==> config.mk <==
export PLATFORM = sky130hd
export DESIGN_NAME = hidden_mem_sched
export DESIGN_NICKNAME = d
export VERILOG_FILES = /design/src/rtl/hidden_mem_sched.sv
export SDC_FILE = /design/constraint.sdc
export NUM_CORES = 1
export LEC_CHECK = 0
export BUFFER_PORTS_ARGS = -buffer_cell sky130_fd_sc_hd__buf_2
export CAP_MARGIN = 20
export CORE_AREA = 2 2 74 76
export DETAILED_ROUTE_END_ITERATION = 6
export DIE_AREA = 0 0 76 78
export PLACE_DENSITY = 0.59
export SLEW_MARGIN = 20
export SYNTH_ARGS = -nofsm -noshare
export SYNTH_HDL_FRONTEND = slang
export SYNTH_SLANG_ARGS = --single-unit
==> constraint.sdc <==
create_clock -name clk -period 2.45 [get_ports clk]
set_input_delay 0.49 -clock clk [delete_from_list [all_inputs] [get_ports clk]]
set_output_delay 0.49 -clock clk [all_outputs]
set_load 0.01 [all_outputs]
==> src/rtl/hidden_mem_sched.sv <==
// Read/write sequencer for one direction of the hidden-state memory: per timestep, sweeps h(t-1)
// over four read ports, then accepts h(t) words into the write port. Optional macro: HMEM_SCHED_OVERLAP_EN.
module hidden_mem_sched #(
    parameter int ADDR_WIDTH = 8,
    parameter int NUM_WORDS  = 50,
    parameter int NUM_STEPS  = 10,
    localparam int PW = ADDR_WIDTH - 1,
    localparam int SW = (NUM_STEPS > 1) ? $clog2(NUM_STEPS) : 1
) (
    input  logic          clk,
    input  logic          rst,
    input  logic          start,
    output logic          busy,
    output logic          rd_en_1,
    output logic          rd_en_2,
    output logic          rd_en_3,
    output logic          rd_en_4,
    output logic [PW-1:0] rd_ptr_1,
    output logic [PW-1:0] rd_ptr_2,
    output logic [PW-1:0] rd_ptr_3,
    output logic [PW-1:0] rd_ptr_4,
    output logic          rd_group_valid,
    output logic          rd_group_last,
    input  logic          wr_valid,
    output logic          wr_ready,
    output logic          wr_en,
    output logic [PW-1:0] wr_addr,
    output logic [SW-1:0] step_idx,
    output logic          step_done,
    output logic          seq_done
);

    typedef enum logic [1:0] {IDLE, READ, WRITE} state_t;

    localparam logic [ADDR_WIDTH-1:0] NW = ADDR_WIDTH'(NUM_WORDS);

    state_t                state_reg;
    logic [ADDR_WIDTH-1:0] base_reg;
    logic [ADDR_WIDTH-1:0] wr_ptr_reg;
    logic [SW-1:0]         step_idx_reg;
    logic                  group_valid_reg;
    logic                  group_last_reg;

    logic [ADDR_WIDTH-1:0] word [4];
    logic [3:0]            en_vec;
    logic [PW-1:0]         ptr_vec [4];
    logic                  last_group;
    logic                  final_write;

    // Per-port word index of the group being issued; disabled ports park their pointer at 0.
    generate
        for (genvar gi = 0; gi < 4; gi++) begin : g_port
            assign word[gi]    = base_reg + ADDR_WIDTH'(gi);
            assign en_vec[gi]  = (state_reg == READ) && (word[gi] < NW);
            assign ptr_vec[gi] = en_vec[gi] ? word[gi][PW-1:0] : '0;
        end
    endgenerate

    assign rd_en_1  = en_vec[0];
    assign rd_en_2  = en_vec[1];
    assign rd_en_3  = en_vec[2];
    assign rd_en_4  = en_vec[3];
    assign rd_ptr_1 = ptr_vec[0];
    assign rd_ptr_2 = ptr_vec[1];
    assign rd_ptr_3 = ptr_vec[2];
    assign rd_ptr_4 = ptr_vec[3];

    assign last_group = (state_reg == READ) && (base_reg + ADDR_WIDTH'(4) >= NW);

`ifdef HMEM_SCHED_OVERLAP_EN
    // Words below the group now being issued have already been read and may be overwritten.
    assign wr_ready = (state_reg == WRITE) || ((state_reg == READ) && (wr_ptr_reg < base_reg));
`else
    assign wr_ready = (state_reg == WRITE);
`endif

    assign wr_en          = wr_valid & wr_ready;
    assign wr_addr        = wr_ptr_reg[PW-1:0];
    assign final_write    = wr_en && (state_reg == WRITE) && (wr_ptr_reg == NW - 1'b1);
    assign step_done      = final_write;
    assign seq_done       = final_write && (step_idx_reg == SW'(NUM_STEPS - 1));
    assign step_idx       = step_idx_reg;
    assign busy           = (state_reg != IDLE);
    assign rd_group_valid = group_valid_reg;
    assign rd_group_last  = group_last_reg;

    always_ff @(posedge clk or posedge rst) begin
        if (rst) begin
            state_reg       <= IDLE;
            base_reg        <= '0;
            wr_ptr_reg      <= '0;
            step_idx_reg    <= '0;
            group_valid_reg <= 1'b0;
            group_last_reg  <= 1'b0;
        end else begin
            group_valid_reg <= en_vec[0];
            group_last_reg  <= last_group;
            if (wr_en) begin
                wr_ptr_reg <= wr_ptr_reg + 1'b1;
            end
            case (state_reg)
                IDLE: begin
                    if (start) begin
                        state_reg  <= READ;
                        base_reg   <= '0;
                        wr_ptr_reg <= '0;
                    end
                end
                READ: begin
                    base_reg <= base_reg + ADDR_WIDTH'(4);
                    if (last_group) begin
                        state_reg <= WRITE;
                    end
                end
                WRITE: begin
                    if (final_write) begin
                        state_reg    <= IDLE;
                        step_idx_reg <= (step_idx_reg == SW'(NUM_STEPS - 1)) ? '0 : step_idx_reg + 1'b1;
                    end
                end
                default: state_reg <= IDLE;
            endcase
        end
    end

endmodule

== Word level (Yosys, flattened, before mapping) ==
Cells that the tools add are included.

* Add/sub/neg operators: 6
* Order comparisons: 5
* Eq/ne operators: 7
* Muxes and demuxes: 14
* Bitwise gates (word level): 1
* Reduce and logical (&&, ||, !) cells: 14

{| class="wikitable"
|+ Operators by type and width
! kind !! number
|-
| $lt 8x6->1 const B || 4
|-
| $mux 8 || 4
|-
| $mux 7 || 4
|-
| $add 8x1->8 const B || 2
|-
| $add 8x2->8 const B || 2
|-
| $pmux 8 s2 || 1
|-
| $add 8x3->8 const B || 1
|-
| $eq 8x6->1 const B || 1
|-
| $ge 8x6->1 const B || 1
|-
| $logic_and 1x1->1 || 8
|-
| $mux 2 || 3
|-
| $pmux 2 s3 || 1
|-
| $add 4x1->4 const B || 1
|-
| $eq 4x4->1 const B || 1
|-
| $mux 4 || 1
|-
| $ne 2x2->1 const B || 2
|-
| $reduce_and 2->1 || 2
|-
| $reduce_bool 2->1 || 2
|-
| $reduce_and 3->1 || 1
|-
| $eq 2x1->1 const B || 1
|-
| $eq 2x2->1 const B || 1
|-
| $logic_not 2->1 || 1
|-
| $ne 2x1->1 const B || 1
|-
| $and 1x1->1 || 1
|}

* Register bits after elaboration: 24
* Input port bits: 4
* Word-level logic and storage cells: 53

== Depth between registers and ports, before layout ==
Gate-level depths: netlist of run 1.

* Depth after elaboration: 6
* Depth in mapped cells: 6
* Depth with buffers taken out: 5

== Least setup slack after synthesis of run 1 ==
No wires, ideal clock.

* Path type: input-to-output
* From: input port wr_valid
* To: output port seq_done
* Data arrival time: 1477 ps
* Data required time: 1960 ps
* Setup slack: 483 ps
* Stages: 6
* Buffers on the path: 2
* Path through: and3b_1 -> buf_6 -> and4_4 -> buf_6 -> nand2_4 -> nor3b_1

* Word-level cells in the longest chain between the ends: 4

{| class="wikitable"
|+ Ends and longest elaborated chain
! what !! RTL line !! text
|-
| start, declared || 24 || <nowiki>input logic wr_valid,</nowiki>
|-
| $and 1x1->1 || 77 || <nowiki>assign wr_en = wr_valid & wr_ready;</nowiki>
|-
| net wr_en || 26 || <nowiki>output logic wr_en,</nowiki>
|-
| $logic_and 1x1->1 (2 in series) || 79 || <nowiki>assign final_write = wr_en && (state_reg == WRITE) && (wr_ptr_reg == NW - 1'b1);</nowiki>
|-
| net step_done || 29 || <nowiki>output logic step_done,</nowiki>
|-
| $logic_and 1x1->1 || 81 || <nowiki>assign seq_done = final_write && (step_idx_reg == SW'(NUM_STEPS - 1));</nowiki>
|-
| end, declared || 30 || <nowiki>output logic seq_done</nowiki>
|}

The timed path passes the listed nets, and every way through them passes these cells.

== Final worst setup path of run 1 ==
* From: register state_reg[1]
* To: output port rd_ptr_3[4]

* Word-level cells in the longest chain between the ends: 3

{| class="wikitable"
|+ Ends and longest elaborated chain
! what !! RTL line !! text
|-
| start, declared || 37 || <nowiki>state_t state_reg;</nowiki>
|-
| start signal, assigned || 89 || <nowiki>state_reg <= IDLE;</nowiki>
|-
| start signal, assigned || 104 || <nowiki>state_reg <= READ;</nowiki>
|-
| start signal, assigned || 112 || <nowiki>state_reg <= WRITE;</nowiki>
|-
| $eq 2x1->1 || 54 || <nowiki>assign en_vec[gi] = (state_reg == READ) && (word[gi] < NW);</nowiki>
|-
| $logic_and 1x1->1 || 54 ||
|-
| $mux 7 || 55 || <nowiki>assign ptr_vec[gi] = en_vec[gi] ? word[gi][PW-1:0] : '0;</nowiki>
|-
| end, declared || 20 || <nowiki>output logic [PW-1:0] rd_ptr_3,</nowiki>
|}

No other way between the ends.

==> results of run 1 <==
[final cells by class]
class	instances	area [sq um]
fillers	545	3250
multi-input cells	124	836
flip-flops and latches	22	553
repair buffers	49	255
well taps	70	87.6
clock buffers	3	41.3
inverters	5	18.8
[worst reg2reg max path: cells and delay by family, from the launching register on]
family,cells,cell delay (ns)
AND/OR/NAND/NOR,2,0.56
adder cells (fa/ha/maj),1,0.28
flip-flops,1,0.49
AO/OA/AOI/OAI,2,0.47
[Yosys cell counts (all sizes together)]
cell / instances
a211oi: 1
a21bo: 1
a21o: 1
a21oi: 3
a221oi: 1
a22o: 1
a31o: 1
a41oi: 1
and2: 17
and2b: 1
and3: 1
and3b: 1
and4: 1
buf: 22
clkbuf: 4
conb: 1
dfrtp: 22
ha: 6
inv: 5
mux2: 1
nand2: 11
nand2b: 4
nand3: 3
nand3b: 1
nand4: 2
nand4b: 1
nor2: 13
nor2b: 3
nor3: 2
nor3b: 2
nor4: 5
nor4b: 4
nor4bb: 1
o21ai: 10
o22ai: 1
o31ai: 3
or2: 1
or2b: 1
or3: 3
xnor2: 5
xor2: 2
[logic make-up (layout without fill, tap and decap cells)]
kind of cell,count (synthesis),count (layout),synth area share (%)
muxes,1,1,0.966
buffers and inverters,31,57,12.6
other,1,8,0.241
and+or+nand+nor,78,78,31.6
AOI/OAI and AO/OA,24,24,10.3
xor gates and xnor gates,7,7,3.95
adders and majority gates,6,6,4.83
DFF,22,22,35.4
[repair_timing]
item | in CTS | in global routing
resized for setup | 0 | 3
buffers inserted | 0 | 2
setup endpoints to repair | 0 | 16
[layer usage]
| layer | track usage (%) | vias up | routed length, microns |
|---|---|---|---|
| met1 | 15.1 | 585 | 1570 |
| met3 | 2.79 | 2 | 128 |
| met2 | 17.3 | 26 | 1500 |
| li1 | - | 621 | - |
| met4 | 2.18 | 0 | 14 |
| met5 | 0 | - | 0 |
[where the power goes]
| part | internal, W | switching [W] | leakage [nW] |
|---|---|---|---|
| combinational | 0.000507 | 0.000599 | 0.599 |
| clock | 0.000110 | 0.000109 | 0.0216 |
| sequential | 0.000442 | 0.000138 | 0.293 |
| total | 0.00106 | 0.000847 | 0.913 |
[worst paths after layout]
kind	endpoint	from	cells past startpoint
max in group asynchronous	base_reg[2]$_DFFE_PP0P_	rst	2
max	rd_ptr_3[4]	state_reg[1]$_DFFE_PP0P_	5
min in group clk	step_idx[2]$_DFFE_PP0P_	step_idx[2]$_DFFE_PP0P_	1
min reg2reg	step_idx[2]$_DFFE_PP0P_	step_idx[2]$_DFFE_PP0P_	1
min	wr_ptr_reg[6]$_DFF_PP0_	rst	2
max reg2reg	state_reg[1]$_DFFE_PP0P_	base_reg[2]$_DFFE_PP0P_	5
[per-stage QoR]
stage                     setup WS, ns  total power (W)  cells  cell area [sq um]
after floorplan                  0.483          0.00131    177               1580
after global placement           0.410          0.00165    268               1730
after detailed placement         0.385          0.00166    268               1730
after CTS                       0.0855          0.00189    271               1770
after global routing            0.0126          0.00208    273               1790
final                            0.138          0.00190    273               1790
==> impl_metrics.ini, run 1 <==
[outcome]
status = complete, no violations

[drt]
first_pass_iters = 4
wirelength_microns = 3210
ant_nets = 0
wire_per_inst_microns = 11.8
viasPerCell = 4.52
post-route-drc-count = 0
dr_total_vias = 1234
drt_iter0_drc = 75

[clocking]
clock_latency_ns = 0.26
htree_levels = 1
clock_path_buffers = 2
cts_sinks = 22
cts_root_buf = clkbuf_8
holdBufCountCts = 0
numCtsBuffers = 3
cts_tree = done
path_clk_slew_ns = 0.08

[timing]
tightestPinTransition_ns = 0.863
finalCritPeriodShare_pct = 94.4
finalHoldViolCount = 0
setup_viol = 0
maxSlewViolCount = 0
setup_tns_ns = 0
finalWorstPathRequiredPeriod_ns = 2.31
timing.hold.ws_ns = 0.400
rsz0062_at_grt = false
slew_headroom_pct = 42.4
max_freq_ghz = 0.432
skew_ns = 0.00344

[worst_setup_path]
startpoint_type = register
crit_buf_inv = 2
slowest_stage = dfrtp_1
crit_chain = nand2b_1, nor4b_4, buf_4, and2_1, buf_2
crit_path_max_fanout = 10
critPathMaxStageDelay_ns = 0.47
required_ns = 1.96
arrival_ns = 1.82
cp_top_family = simple AND/OR/NAND/NOR gates
reg2reg_slack_ns = 0.53
critPathCaptureType = output pin
crit_type = register to output pin

[global_routing]
grtUsageTotal_pct = 10.9
antenna_found_initial = 0
grt_start_max_net_pins = 23
grt.overflow.total = 0
grt_pass1_wl_microns = 5340
first_global_vias = 1075

[synth]
yosys.area.top_type_share_pct = 35.4
ys_types = 46
post-synth-top-area-cell = dfrtp_1
syn_inst = 170
synth_area_sq_mm = 0.00155
yosysSeqAreaShare_pct = 35.4
ys_seq_elements = 22
syn_avg_cell_area_sq_um = 9.14
yosys-top-cells-area = dfrtp_1 (35%), buf_4 (7.7%), and2_1 (6.8%)
yosysWarnings = 0

[floorplan]
die_w_microns = 76
initial_utilization_pct = 30.8
die_h_microns = 78
core-area_sq_mm = 0.00504
die_area_sq_mm = 0.00593
pin_count = 54
rows = 26

[final_layout]
drive_gt1_share_pct = 32.0
insertedDiodeCount = 0
layout_commonest_cell = buf_2
largest_reg_flops = 8
syn_to_final_growth_pct = 15.3
post-route-util_pct = 35.5
mostFrequentLayoutCells = buf_2 (45), dfrtp_1 (20), and2_1 (17)
fin_nets = 215

[placement]
portBuffers = 45
place_congestion = 0.771
hpwl_microns = 2340

[pwr]
power_leakage_nw = 0.913
power_density_mw_per_mm2 = 1060
ir_drop_mv = 0.404

[worst_hold_path]
min_path_type = input pin to asynchronous set/reset pin

[flow_run]
max_cap_violations = 0
Power figures use the tool's default switching activity.
==> inputs of run 2 (changes only) <==
- CORE_AREA: 2 2 74 76 -> 2 2 78 73
- DIE_AREA: 0 0 76 78 -> 0 0 80 75
==> impl_metrics.ini, run 2 (synthesis results as in run 1) <==
[outcome]
status = complete, no violations

[clocking]
cts_sinks = 22
numCtsBuffers = 3
cts_root_buf = clkbuf_8
clock_latency_ns = 0.26
holdBufCountCts = 0
htree_levels = 1
clock_path_buffers = 2
path_clk_slew_ns = 0.08
cts_tree = done

[worst_setup_path]
r2r_cells = 5
crit_type = register to output pin
required_ns = 1.96
startpoint_type = register
reg2reg_slack_ns = 0.48
critPathCaptureType = output pin
crit_path_max_fanout = 7
timing.rr.end = state_reg[1]$_DFFE_PP0P_
arrival_ns = 1.81
r2r_start = base_reg[2]$_DFFE_PP0P_

[global_routing]
grt.overflow.total = 0
first_global_vias = 1039
grtUsageTotal_pct = 11.0
grt_start_max_net_pins = 23
grt_pass1_wl_microns = 5170
antenna_found_initial = 0

[pwr]
p_sw_w = 0.000848
seqPwrFrac_pct = 30.0
p_clk_share_pct = 11.8
power_leakage_nw = 0.918
finalPower_w = 0.00191
power.internal_w = 0.00106
ir_drop_mv = 0.461
switching_share_pct = 44.4
power_density_mw_per_mm2 = 1060
p_comb_share_pct = 58.2

[drt]
viasPerCell = 4.58
wire_per_inst_microns = 11.8
dr_total_vias = 1242
post-route-drc-count = 0
drt_iter0_drc = 88
wirelength_microns = 3200
ant_nets = 0
first_pass_iters = 4

[timing]
rsz0062_at_grt = false
tightestPinTransition_ns = 0.503
maxSlewViolCount = 0
finalHoldViolCount = 0
timing.hold.ws_ns = 0.250
skew_ns = 0.000841
max_freq_ghz = 0.434
finalCritPeriodShare_pct = 94.0
setup_tns_ns = 0
slew_headroom_pct = 66.5
setup_viol = 0
finalWorstPathRequiredPeriod_ns = 2.30

[final_layout]
insertedDiodeCount = 0
layout_commonest_cell = buf_2
syn_to_final_growth_pct = 15.5
drive_gt1_share_pct = 32.4
fin_nets = 216
mostFrequentLayoutCells = buf_2 (45), dfrtp_1 (20), and2_1 (17)
largest_reg_flops = 8

[floorplan]
die_area_sq_mm = 0.00600
die_h_microns = 75
die_w_microns = 80
pin_count = 54
core-area_sq_mm = 0.00513
rows = 25
initial_utilization_pct = 30.3

[flow_run]
max_cap_violations = 0

[worst_hold_path]
min_path_type = input pin to asynchronous set/reset pin

[placement]
place_congestion = 0.824
hpwl_microns = 2370
portBuffers = 45
-- run 2: timing repair --
item                                    CTS  global route
resized for setup                         0             3
setup buffers                             0             2
endpoints found under the setup margin    0            16
-- run 2: layout make-up --
type	count	area, sq um
tap	67	83.8
clock buffer	3	41.3
multi-input combinational	124	836
fill	548	3330
inverter	5	18.8
timing repair buffer	50	263
sequential	22	553
-- run 2: how the worst max path moves through the flow --
stage	from	to	slack (ns)	cells after the start
after floorplan	wr_valid	seq_done	0.48	6
after global routing	state_reg[1]$_DFFE_PP0P_	rd_ptr_4[3]	0.04	5
after global placement	wr_valid	seq_done	0.41	6
after detailed placement	base_reg[2]$_DFFE_PP0P_	rd_ptr_2[2]	0.39	6
final	wr_ptr_reg[3]$_DFF_PP0_	seq_done	0.15	5
after CTS	base_reg[2]$_DFFE_PP0P_	rd_ptr_2[2]	0.09	6
-- run 2: worst max-delay path, cell delays in order (launching register included) --
cell      delay (ns)
dfrtp_1         0.45
nor4bb_1        0.37
and4_4          0.34
nand2_4         0.06
nor3b_1         0.17
buf_2           0.16
-- run 2: power groups by stage --
stage	logic (W)	registers, W	clock network [W]
3_3_place_gp	0.00106	0.000576	0
5_1_grt	0.00123	0.000601	0.000247
2_1_floorplan	0.000792	0.000520	0
4_1_cts	0.00108	0.000569	0.000233
3_5_place_dp	0.00108	0.000577	0
6_report	0.00111	0.000572	0.000225
-- run 2: routing by layer --
layer	share of wire [%]	global-route usage, %
met5	0	0
met4	0.38	1.13
met3	4.8	3.48
met2	45	17.3
met1	49	15.5
-- run 2: through the flow --
stage	worst slack [ns]	instance area [sq um]	std cells	util, %
3_3_place_gp	0.406	1730	266	33.8
4_1_cts	0.0945	1780	269	34.6
2_1_floorplan	0.483	1580	177	-
3_5_place_dp	0.388	1730	266	33.8
6_report	0.146	1800	271	35.0
5_1_grt	0.0447	1800	271	35.0
